$ cat config.mk
export PLATFORM = sky130hd
export DESIGN_NAME = boot_loader
export DESIGN_NICKNAME = d
export VERILOG_FILES = /design/src/rtl/boot_loader_pkg.sv /design/src/rtl/boot_loader_byte_assembler.sv /design/src/rtl/boot_loader.sv
export SDC_FILE = /design/constraint.sdc
export NUM_CORES = 1
export LEC_CHECK = 0
export ABC_AREA = 1
export CORE_MARGIN = 4
export CORE_UTILIZATION = 35
export CTS_BUF_LIST = sky130_fd_sc_hd__clkbuf_2 sky130_fd_sc_hd__clkbuf_4 sky130_fd_sc_hd__clkbuf_8
export DETAILED_ROUTE_END_ITERATION = 10
export GPL_TIMING_DRIVEN = 0
export PLACE_DENSITY = 0.65
export SLEW_MARGIN = 20
export SYNTH_ARGS = -nofsm -noshare
export SYNTH_HDL_FRONTEND = slang
export SYNTH_SLANG_ARGS = --single-unit
$ cat constraint.sdc
create_clock -name clk -period 1.5 [get_ports clk]
set_input_delay 0.45 -clock clk [delete_from_list [all_inputs] [get_ports clk]]
set_output_delay 0.45 -clock clk [all_outputs]
set_load 0.02 [all_outputs]
$ cat src/rtl/boot_loader_pkg.sv
// Shared definitions for the boot loader: FSM encoding, default load base and
// the memory byte-enable helper.
package boot_loader_pkg;

    typedef enum logic [2:0] {
        ST_LEN   = 3'd0,
        ST_DATA  = 3'd1,
        ST_CSUM  = 3'd2,
        ST_RUN   = 3'd3,
        ST_ERROR = 3'd4
    } state_e;

    // Must match the core reset vector so the loaded image is what the core fetches.
    localparam logic [31:0] RESET_VECTOR = 32'h0000_0000;

    function automatic logic [3:0] byte_en(input logic we);
        return we ? 4'hF : 4'h0;
    endfunction

endpackage

$ cat src/rtl/boot_loader_byte_assembler.sv
// Collects four host bytes, least significant first, into one 32-bit word and
// flags the edge on which the fourth byte is accepted.
module boot_loader_byte_assembler
    import boot_loader_pkg::*;
(
    input  logic        clk,
    input  logic        reset,
    input  logic [7:0]  byte_i,
    input  logic        valid_i,
    output logic [31:0] word_o,
    output logic        word_valid_o
);

    logic [1:0]  idx_q;
    logic [1:0]  idx_d;
    logic [23:0] shift_q;
    logic [23:0] shift_d;

    // Newest byte enters at the top so byte 0 ends up in bits [7:0].
    always_comb begin
        idx_d   = idx_q;
        shift_d = shift_q;
        if (valid_i) begin
            idx_d   = idx_q + 2'd1;
            shift_d = {byte_i, shift_q[23:8]};
        end else begin
            idx_d   = idx_q;
            shift_d = shift_q;
        end
    end

    // Byte index and partial-word register.
    always_ff @(posedge clk) begin
        if (reset) begin
            idx_q   <= 2'd0;
            shift_q <= 24'd0;
        end else begin
            idx_q   <= idx_d;
            shift_q <= shift_d;
        end
    end

    assign word_o       = {byte_i, shift_q};
    assign word_valid_o = valid_i && (idx_q == 2'd3);

endmodule

$ cat src/rtl/boot_loader.sv
// Holds the core in reset while a length/payload/checksum image streams in,
// writes payload words to memory and releases the core only on a valid image.
module boot_loader
    import boot_loader_pkg::*;
#(
    parameter logic [31:0] BASE_ADDR = RESET_VECTOR,
    parameter int unsigned MAX_WORDS = 1024,
    parameter int unsigned CNT_W     = 11
) (
    input  logic        clk,
    input  logic        reset,
    input  logic [7:0]  in_data,
    input  logic        in_valid,
    output logic        in_ready,
    output logic        mem_we,
    output logic [31:0] mem_addr,
    output logic [31:0] mem_di,
    output logic [3:0]  mem_be,
    output logic        core_resetb,
    output logic        busy,
    output logic        done,
    output logic        err
);

    localparam logic [CNT_W-1:0] CNT_ONE = {{(CNT_W-1){1'b0}}, 1'b1};

    state_e             state_q;
    state_e             state_d;
    logic [CNT_W-1:0]   cnt_q;
    logic [CNT_W-1:0]   len_q;
    logic [31:0]        csum_q;
    logic               mem_we_q;
    logic [31:0]        mem_addr_q;
    logic [31:0]        mem_di_q;
    logic               accept_s;
    logic [31:0]        word_s;
    logic               word_valid_s;
    logic               last_word_s;

    assign accept_s    = in_valid && in_ready;
    assign last_word_s = ((cnt_q + CNT_ONE) == len_q);

    boot_loader_byte_assembler u_asm (
        .clk          (clk),
        .reset        (reset),
        .byte_i       (in_data),
        .valid_i      (accept_s),
        .word_o       (word_s),
        .word_valid_o (word_valid_s)
    );

    // State register.
    always_ff @(posedge clk) begin
        if (reset) begin
            state_q <= ST_LEN;
        end else begin
            state_q <= state_d;
        end
    end

    // Next-state decision, taken only on a completed word.
    always_comb begin
        state_d = state_q;
        case (state_q)
            ST_LEN: begin
                if (!word_valid_s)                  state_d = ST_LEN;
                else if (word_s > 32'(MAX_WORDS))   state_d = ST_ERROR;
                else if (word_s == 32'd0)           state_d = ST_CSUM;
                else                                state_d = ST_DATA;
            end
            ST_DATA: begin
                if (word_valid_s && last_word_s)    state_d = ST_CSUM;
                else                                state_d = ST_DATA;
            end
            ST_CSUM: begin
                if (!word_valid_s)                  state_d = ST_CSUM;
                else if (word_s == csum_q)          state_d = ST_RUN;
                else                                state_d = ST_ERROR;
            end
            ST_RUN:   state_d = ST_RUN;
            ST_ERROR: state_d = ST_ERROR;
            default:  state_d = ST_ERROR;
        endcase
    end

    // Status outputs decode the registered state, so they change one cycle after the deciding byte.
    always_comb begin
        in_ready    = 1'b0;
        busy        = 1'b0;
        done        = 1'b0;
        err         = 1'b0;
        core_resetb = 1'b0;
        case (state_q)
            ST_LEN, ST_DATA, ST_CSUM: begin
                in_ready = 1'b1;
                busy     = 1'b1;
            end
            ST_RUN: begin
                done        = 1'b1;
                core_resetb = 1'b1;
            end
            ST_ERROR: err = 1'b1;
            default:  err = 1'b1;
        endcase
        mem_we   = mem_we_q;
        mem_addr = mem_addr_q;
        mem_di   = mem_di_q;
        mem_be   = byte_en(mem_we_q);
    end

    // Length, word counter, running checksum and the registered write port.
    always_ff @(posedge clk) begin
        if (reset) begin
            cnt_q      <= '0;
            len_q      <= '0;
            csum_q     <= 32'd0;
            mem_we_q   <= 1'b0;
            mem_addr_q <= BASE_ADDR;
            mem_di_q   <= 32'd0;
        end else begin
            mem_we_q <= 1'b0;
            if (word_valid_s && (state_q == ST_LEN)) begin
                len_q  <= word_s[CNT_W-1:0];
                cnt_q  <= '0;
                csum_q <= 32'd0;
            end else if (word_valid_s && (state_q == ST_DATA)) begin
                mem_we_q   <= 1'b1;
                mem_addr_q <= BASE_ADDR + (32'(cnt_q) << 2'd2);
                mem_di_q   <= word_s;
                csum_q     <= csum_q ^ word_s;
                cnt_q      <= cnt_q + CNT_ONE;
            end else begin
                cnt_q <= cnt_q;
            end
        end
    end

endmodule
After elaboration in Yosys (flattened, before gate mapping)
Index checks and enable logic that the tools add are counted.
Widths: inputs -> output; s select.
{"block": "totals", "regBits": 127, "inputBits": 11, "output_inout_bits": 74}
{"block": "classes", "addsub": 2, "order_cmp": 1, "eq_ne": 6, "mux": 12, "n_bitwise": 2, "reduce_logical": 11}
{"op": "$eq 32x32->1", "count": 1}
{"op": "$gt 32x11->1 const B", "count": 1}
{"op": "$logic_not 32->1", "count": 1}
{"op": "$xor 32x32->32", "count": 1}
{"op": "$mux 3", "count": 4}
{"op": "$pmux 3 s4", "count": 1}
{"op": "$add 11x1->11 const B", "count": 1}
{"op": "$eq 11x11->1", "count": 1}
{"op": "$eq 3x2->1 const B", "count": 2}
{"op": "$logic_and 1x1->1", "count": 5}
{"op": "$mux 1", "count": 4}
{"op": "$mux 2", "count": 2}
{"op": "$mux 4", "count": 1}
{"op": "$reduce_or 4->1", "count": 1}
{"op": "$eq 3x1->1 const B", "count": 1}
{"op": "$logic_not 3->1", "count": 1}
{"op": "$reduce_or 3->1", "count": 1}
{"op": "$add 2x1->2 const B", "count": 1}
{"op": "$eq 2x2->1 const B", "count": 1}
{"op": "$reduce_and 2->1", "count": 1}
{"op": "$reduce_or 2->1", "count": 1}
{"op": "$not 1->1", "count": 1}

Longest topological paths before layout
Gate-level depths: netlist of the first run.
{"block": "depth", "ltp_word": 8, "ltp_mapped": 13}

By module
From an unflattened synthesis of the first run, not the netlist that was laid out.
{"block": "hier_totals", "cells_unflattened": 807, "area_unflattened_um2": 5801.8}
{"module": "boot_loader", "instances": 1, "cells_each": 632, "area_per_inst_um2": 4615.7, "seq_area_each_um2": 2021.9}
{"module": "boot_loader_byte_assembler", "instances": 1, "cells_each": 175, "area_per_inst_um2": 1186.1, "seq_area_each_um2": 520.5}

Worst setup path after synthesis of the first run
OpenSTA, ideal clock, no wires.
{"block": "synth_path", "path_kind": "register to register", "startpoint": "register cnt_q[0]", "endpoint": "register state_q[0]", "arrival_time_ps": 1436, "t_required_ps": 1383, "setup_slack_ps": -52, "stages_incl_launch_ff": 13, "path_cell_list": "dfxtp_1 -> ha_1 -> nand2_1 -> nor2_1 -> nand3_1 -> nand3_1 -> nand2_1 -> inv_1 -> nand2_1 -> nor2_1 -> nand3_1 -> nand2_1 -> a21oi_1"}
{"block": "synth_via", "elab_chain_cells": 5}
{"element": "from (decl)", "line": "boot_loader.sv:29", "text": "logic [CNT_W-1:0] cnt_q;"}
{"element": "from (signal assigned)", "line": "boot_loader.sv:131", "text": "cnt_q <= cnt_q + CNT_ONE;"}
{"element": "from (signal assigned)", "line": "boot_loader.sv:133", "text": "cnt_q <= cnt_q;"}
{"element": "$add 11x1->11", "line": "boot_loader.sv:41", "text": "assign last_word_s = ((cnt_q + CNT_ONE) == len_q);"}
{"element": "$eq 11x11->1", "line": "boot_loader.sv:41"}
{"element": "$logic_and 1x1->1", "line": "boot_loader.sv:72", "text": "if (word_valid_s && last_word_s) state_d = ST_CSUM;"}
{"element": "$mux 2", "line": "boot_loader.sv:72"}
{"element": "$pmux 3 s4", "line": "boot_loader.sv:64", "text": "case (state_q)"}
{"element": "to (signal assigned)", "line": "boot_loader.sv:57", "text": "state_q <= state_d;"}
{"element": "to (decl)", "line": "boot_loader.sv:27", "text": "state_e state_q;"}
No other way between the ends.
A chain may end at the register's enable or synchronous reset.

Final worst setup path of the first run
{"block": "layout_path", "startpoint": "register state_q[0]", "endpoint": "register csum_q[21]"}
{"block": "layout_via", "elab_chain_cells": 7, "word_cells_on_any_way": 10}
{"element": "$eq 3x1->1 (tied with other cells)", "line": "boot_loader.sv:93, boot_loader.sv:126"}
{"element": "$reduce_or 3->1", "line": "boot_loader.sv:93", "text": "case (state_q)"}
{"element": "$mux 1", "line": "boot_loader.sv:93"}
{"element": "$logic_and 1x1->1", "line": "boot_loader.sv:40", "text": "assign accept_s = in_valid && in_ready;"}
{"element": "$logic_and 1x1->1", "line": "boot_loader_byte_assembler.sv:44", "text": "assign word_valid_o = valid_i && (idx_q == 2'd3);"}
{"element": "$logic_and 1x1->1", "line": "boot_loader.sv:122", "text": "if (word_valid_s && (state_q == ST_LEN)) begin"}
{"element": "$reduce_or 2->1 (no source line)"}
{"element": "to (signal assigned)", "line": "boot_loader.sv:130", "text": "csum_q <= csum_q ^ word_s;"}
{"element": "to (decl)", "line": "boot_loader.sv:31", "text": "logic [31:0] csum_q;"}
Several ways; a longest one is shown, not always the timed one.

==> flow_summary_export.csv, run 1 <==
group,metric,value,unit
synthesis,ys_warn_count,0,
layout,final_area,8720,µm²
routing,final_antenna_net_count,0,
synthesis,synthesis.area,5780,µm²
global_routing,track_usage,18.5,%
global_routing,grtUsageMet3,4.45,%
synthesis,seq_area_frac_synth,44.0,%
power,power_density,889,nW/µm²
layout,antennaDiodeCount,0,
power,pwr-share-seq,45.1,%
routing,vias,6029,
clock_tree,clk_latency,0.46,ns
worst_setup_path,critPathMaxFanout,7,
sta,slew_violations,0,
worst_setup_path,cp.required,1.89,ns
sta,setup_violations,96,
status,violations,"setup timing",
sta,setup_slack,-0.180,ns
worst_setup_path,r2r-end,"csum_q[21]$_SDFFE_PP0P_",
sta,tns,-9.40,ns
worst_setup_path,end_kind,"flop",
layout,final_cells,1178,
clock_tree,cts_root_buf,"clkbuf_8",
global_routing,grt-ovfl-total,0,
worst_setup_path,worstSetupPathType,"flop to flop",
synthesis,postSynthAreaPerCell,7.16,µm²
placement,place_area,6770,µm²
power,pwr-share-clk,45.8,%
die,die_x,137,µm
global_routing,grtUsageMet1,23.8,%
routing,via_per_inst,5.12,
synthesis,synth_most_common_cell,"nand2_1",
synthesis,synth_edf_count,0,
sta,period_share,112,%
hold_path,min_path_cells,3,
power,vdd_drop_max,0.000569,V
die,die_area,18600,µm²
worst_setup_path,reg2reg_slack,-0.18,ns
synthesis,yosysTopAreaCell,"dfxtp_1",
die,rows,46,
clock_tree,cts_tree,"yes",
synthesis,ys_types,29,
sta,period_needed,1.68,ns
synthesis,synth_top_cell_area_share,44.0,%
power,netSwitchingFraction,24.7,%
layout,layout-area-overhead-vs-synth,50.8,%
power,p_int,0.00584,W
clock_tree,clk_pin_slew_worst_paths,0.07,ns
worst_setup_path,startpoint,"state_q[0]$_SDFF_PP0_",
worst_setup_path,crit_end,"csum_q[21]$_SDFFE_PP0P_",
synthesis,ys_seq_elements,127,
routing,first_iter_violations,594,
worst_setup_path,r2r_start,"state_q[0]$_SDFF_PP0_",
clock_tree,h-tree-depth,4,
power,power,0.00775,W
routing,drt-total-wl,20200,µm
sta,clock_skew,0.0153,ns
placement,portBuffers,63,
placement,dp_cells,1106,
die,start_util,36.0,%
global_routing,grt_pass1_vias,5296,
clock_tree,cts_buffers,17,
clock_tree,cts_buffer_depth,2,
power,leakagePower,3.58,nW
synthesis,synth.area.top_cells,"dfxtp_1 (44%), nand2_1 (11%), a21oi_1 (8.6%)",
layout,nets,962,
synthesis,synth_common_cells,"nand2_1 (175), dfxtp_1 (127), a21oi_1 (99)",
die,core,16100,µm²
flow_run,maxCapViolations,0,
synthesis,ys.flop_type,"dfxtp_1",
synthesis,syn-instance-count,807,
synthesis,synthArstFlopShare,0,%
power,pwr-share-comb,9.0,%
global_routing,grtUsageMet2,29.8,%
clock_tree,clock-sinks,127,
placement,pre_cts_ws,-0.707,ns
status,status,"finished with violations",
global_routing,grt_max_degree,17,
die,fp.dieH,137,µm
placement,hpwl,12200,µm
hold_path,holdCritPathClass,"primary input to flop",
global_routing,grt_pass1_wl,26700,µm
worst_setup_path,worstRegToRegCells,8,
routing,drc,0,
die,ios,85,
worst_setup_path,cp-start-kind,"flop",
placement,gp_congestion,0.844,
global_routing,top_usage_layer,"met2",
power,p_sw,0.00191,W
global_routing,antenna_found_initial,0,
sta,grt_setup_unrepaired,"true",
routing,firstDrtPassIters,5,
worst_setup_path,worstPathArrival,2.07,ns
layout,layout-drive-gt1-share,38.4,%
sta,final-hold-violation-count,0,
sta,fmax,0.595,GHz
routing,post_drt_wl_per_cell,17.1,µm
==> kinds of logic (layout without fill, tap and decap cells) <==
| family | after synthesis | after routing | share of synthesized area, % |
|---|---|---|---|
| AO/OA/AOI/OAI | 200 | 200 | 18.0 |
| adder cells (fa/ha/maj) | 2 | 2 | 0.433 |
| other | 1 | 21 | 0.0649 |
| buffers and inverters | 141 | 276 | 12.1 |
| flip-flops | 127 | 127 | 44.0 |
| AND/OR/NAND/NOR | 320 | 320 | 23.0 |
| XOR/XNOR | 16 | 16 | 2.42 |
==> power groups by stage <==
| stage | combinational (W) | sequential [W] | clock, W |
|---|---|---|---|
| after floorplan | 0.000396 | 0.00354 | 0 |
| after CTS | 0.000597 | 0.00348 | 0.00356 |
| after global placement | 0.000568 | 0.00357 | 0 |
| after global routing | 0.000755 | 0.00350 | 0.00371 |
| after detailed placement | 0.000568 | 0.00357 | 0 |
| final | 0.000701 | 0.00350 | 0.00355 |
==> stage by stage <==
stage          hold WS [ns]  util, %
5_1_grt               0.389     54.3
4_1_cts               0.469     46.1
3_3_place_gp          0.448     42.2
3_5_place_dp          0.459     42.2
2_1_floorplan         0.429        -
6_report              0.391     54.3
==> cell usage in the layout, fill, tap and decap left out, types with 5 or more instances in the layout <==
cell type | Yosys | routed
buf_12 | 0 | 8
buf_8 | 0 | 10
nor2_4 | 1 | 7
o21ai_4 | 0 | 5
inv_2 | 6 | 18
o21a_1 | 16 | 16
xnor2_1 | 16 | 9
dfxtp_2 | 0 | 6
o21ai_0 | 83 | 32
buf_2 | 14 | 45
nand3_2 | 0 | 12
o21ai_2 | 0 | 16
conb_1 | 1 | 21
dfxtp_1 | 127 | 115
nand2_4 | 1 | 15
nand2_2 | 1 | 11
nand3_1 | 45 | 31
buf_6 | 4 | 30
nand2_1 | 175 | 149
dlygate4sd2_1 | 0 | 5
clkbuf_2 | 3 | 5
clkbuf_8 | 0 | 22
clkbuf_16 | 0 | 17
xnor2_2 | 0 | 7
inv_1 | 70 | 53
a21oi_1 | 99 | 47
o21ai_1 | 1 | 31
a21oi_2 | 0 | 51
nor2_2 | 2 | 13
buf_4 | 31 | 37
nor2_1 | 79 | 62
bufinv_16 | 0 | 5
dfxtp_4 | 0 | 6
nand4_1 | 6 | 6
==> cell type report <==
class | count | area, µm²
well taps | 216 | 270
fillers | 1395 | 7340
clock inverters | 10 | 181
inverters | 76 | 310
flip-flops and latches | 127 | 2570
repair buffers | 102 | 1050
clock buffers | 22 | 297
repair inverters | 1 | 16.3
plain buffers | 65 | 689
multi-input cells | 559 | 3330
==> worst min path at each step <==
stage	start	to	slack (ns)
global route	in_data[4]	u_asm.shift_q[20]$_SDFFE_PP0P_	0.39
detailed placement	u_asm.idx_q[0]$_SDFFE_PP0P_	u_asm.idx_q[0]$_SDFFE_PP0P_	0.46
finish	in_data[5]	mem_di[29]$_SDFFE_PP0P_	0.39
global placement	u_asm.idx_q[0]$_SDFFE_PP0P_	u_asm.idx_q[0]$_SDFFE_PP0P_	0.45
CTS	u_asm.idx_q[0]$_SDFFE_PP0P_	u_asm.idx_q[0]$_SDFFE_PP0P_	0.47
floorplan	u_asm.idx_q[0]$_SDFFE_PP0P_	u_asm.idx_q[0]$_SDFFE_PP0P_	0.43
==> worst max-delay path, cell delays in order, from the launching register on <==
cell and delay [ns]:
dfxtp_4 0.39, buf_6 0.11, inv_4 0.04, nor3_4 0.28
nand2_8 0.18, buf_12 0.19, clkbuf_16 0.16, o21a_1 0.16
nor2_1 0.09
==> per-layer routing <==
layer | up-vias | wire length [µm] | part of all wire (%)
li1 | 2878 | - | -
met1 | 2846 | 8340 | 41
met2 | 258 | 9840 | 49
met3 | 47 | 1490 | 7.4
met4 | 0 | 506 | 2.5
met5 | - | 0 | 0
==> repair_timing <==
item	CTS	global route
pin swaps	8	73
gates resized for setup	314	299
setup buffers	14	8
endpoints found under the setup margin	179	117
gates cloned	0	18
hold buffers	0	0
==> sequential cells by signal, summed over array words and instances, names as in the netlist <==
name and count:
cnt_q 11, csum_q 32, len_q 11, mem_addr 11
mem_di 32, mem_we 1, state_q 3, u_asm.idx_q 2
u_asm.shift_q 24
No activity file was read; power rests on OpenSTA's default activity.
==> inputs of run 2 (changes only) <==
==> constraint.sdc (replaced) <==
create_clock -name clk -period 1.5 [get_ports clk]
set_input_delay 0.3 -clock clk [delete_from_list [all_inputs] [get_ports clk]]
set_output_delay 0.3 -clock clk [all_outputs]
set_load 0.02 [all_outputs]
==> run 2 against run 1 <==
The flow still finishes with violations (setup timing). Register-to-register slack gained 0.07 ns. Sequential cell count did not move. Hold slack got worse by 0.073 ns. Routed wire length fell by 15%. Largest cell class unchanged.
==> flow_summary_export.csv, run 2 (synthesis results as in run 1) <==
group,metric,value,unit
global_routing,antenna_found_initial,0,
sta,setup_violations,56,
routing,first_iter_violations,452,
layout,final_cells,1157,
layout,seqCellArea,2570,µm²
worst_setup_path,r2r_start,"cnt_q[0]$_SDFFE_PP0P_",
worst_setup_path,end_kind,"flop",
layout,layout_commonest_cell,"nand2_1",
routing,post_drt_wl_per_cell,14.9,µm
status,violations,"setup timing",
worst_setup_path,cp-start-kind,"flop",
worst_setup_path,startpoint,"cnt_q[0]$_SDFFE_PP0P_",
power,power_density,974,nW/µm²
global_routing,track_usage,18.4,%
clock_tree,clk_pin_slew_worst_paths,0.08,ns
worst_setup_path,critPathMaxFanout,6,
layout,fillers,1541,
flow_run,maxCapViolations,0,
layout,multiInputGateArea,2870,µm²
clock_tree,cts_buffers,17,
routing,vias,5637,
global_routing,grt-ovfl-total,0,
hold_path,holdCritPathClass,"primary input to flop",
worst_setup_path,crit_buf_inv,0,
sta,clock_skew,0.0131,ns
global_routing,grt_pass1_wl,26500,µm
clock_tree,clk_latency,0.45,ns
routing,drc,0,
sta,period_needed,1.61,ns
clock_tree,clock-sinks,127,
clock_tree,holdBufCountCts,0,
sta,period_share,108,%
layout,nets,941,
worst_setup_path,worstSetupPathType,"flop to flop",
clock_tree,h-tree-depth,4,
worst_setup_path,r2r-end,"state_q[0]$_SDFF_PP0_",
power,power,0.00768,W
layout,antennaDiodeCount,0,
worst_setup_path,cp.required,1.83,ns
die,fp.dieH,137,µm
worst_setup_path,crit_top_cell,"nand2_1",
global_routing,grt_max_degree,17,
worst_setup_path,path_cells,"ha_4 > nand2_8 > nor2_4 > nand3_1 > nand2_1 > nand2_1 > nand2_1 > nand2_1 > nor2_2 > nand3_1 > nand2_1 > a21oi_1",
sta,fmax,0.620,GHz
sta,slew_violations,0,
placement,portBuffers,63,
die,die_x,137,µm
layout,layout-drive-gt1-share,22.0,%
worst_setup_path,crit_end,"state_q[0]$_SDFF_PP0_",
die,ios,85,
routing,firstDrtPassIters,5,
hold_path,hold_start,"in_data[1]",
placement,gp_congestion,0.844,
worst_setup_path,path_delay_family,"simple AND/OR/NAND/NOR gates",
sta,setup_slack,-0.113,ns
status,status,"finished with violations",
layout,final_cell_mix,"nand2_1 (172), dfxtp_1 (115), a21oi_1 (89)",
worst_setup_path,cp_slowest_stage_delay,0.37,ns
power,vdd_drop_max,0.000520,V
routing,final_antenna_net_count,0,
worst_setup_path,worstPathArrival,1.94,ns
placement,hpwl,12200,µm
placement,dp_cells,1106,
die,core,16100,µm²
sta,final-hold-violation-count,0,
worst_setup_path,path_depth,12,
layout,utilization,49.1,%
die,rows,46,
power,leakagePower,3.41,nW
worst_setup_path,crit_slowest_cell,"dfxtp_4",
clock_tree,cts_root_buf,"clkbuf_8",
layout,layout-area-overhead-vs-synth,36.4,%
global_routing,grt_pass1_vias,5191,
sta,grt_setup_unrepaired,"true",
clock_tree,cts_tree,"yes",
routing,drt-total-wl,17200,µm
die,die_area,18600,µm²
worst_setup_path,reg2reg_slack,-0.11,ns
routing,via_per_inst,4.87,
clock_tree,cts_buffer_depth,2,
die,start_util,36.0,%
worst_setup_path,worstRegToRegCells,12,
==> run 2: power by group <==
part           leakage [nW]  internal, W  switching [W]
Clock                 0.242      0.00217        0.00135
Sequential             1.04      0.00342      0.0000690
Combinational          2.13     0.000250       0.000417
==> run 2: worst reg2reg max path, delay by kind of cell (launching register included) <==
family / cells / cell delay [ns]
fa+ha+maj: 1 / 0.17
flops: 1 / 0.37
simple gates: 10 / 0.91
compound gates: 1 / 0.06
==> run 2: layout make-up <==
type / instances / share of cell area (%)
plain buffers: 64 / 7.77
repair buffers: 83 / 10.0
clock inverters: 10 / 2.30
clock buffers: 22 / 3.76
inverters: 76 / 3.77
multi-input cells: 559 / 36.4
well taps: 216 / 3.43
flip-flops and latches: 127 / 32.6
==> run 2: repair_timing <==
action                                 4_1_cts  5_1_grt
pin swaps                                    4        7
gates resized for setup                    143      155
endpoints found under the hold margin        0        0
gates cloned                                 0        3
setup endpoints to repair                  178      125
buffers inserted                             9        8
==> run 2: how the worst min path moves through the flow <==
| stage | to | slack [ns] | depth (start not counted) |
|---|---|---|---|
| final | u_asm.shift_q[17]$_SDFFE_PP0P_ | 0.32 | 3 |
| after global routing | u_asm.shift_q[17]$_SDFFE_PP0P_ | 0.32 | 3 |
| after CTS | u_asm.idx_q[0]$_SDFFE_PP0P_ | 0.47 | 1 |
| after detailed placement | u_asm.idx_q[0]$_SDFFE_PP0P_ | 0.46 | 1 |
| after global placement | u_asm.idx_q[0]$_SDFFE_PP0P_ | 0.45 | 1 |
| after floorplan | state_q[0]$_SDFF_PP0_ | 0.37 | 1 |
==> run 2: metrics by stage <==
step                hold WS (ns)  setup slack, ns  setup TNS [ns]  cell area [µm²]
CTS                        0.471          -0.0916          -0.343             7430
global route               0.315           -0.245           -9.75             7890
global placement           0.448           -0.556          -57.19             6770
finish                     0.318           -0.113           -3.83             7890
floorplan                  0.369          0.00293               0             5870
detailed placement         0.459           -0.557          -57.43             6770
==> run 2: routing by layer <==
| metal | wire length (µm) | track usage, % | up-vias |
|---|---|---|---|
| met5 | 0 | 0 | - |
| met4 | 501 | 7.84 | 0 |
| met3 | 1020 | 4.63 | 31 |
| met2 | 8020 | 29.2 | 166 |
| met1 | 7670 | 23.7 | 2618 |
| li1 | - | - | 2822 |
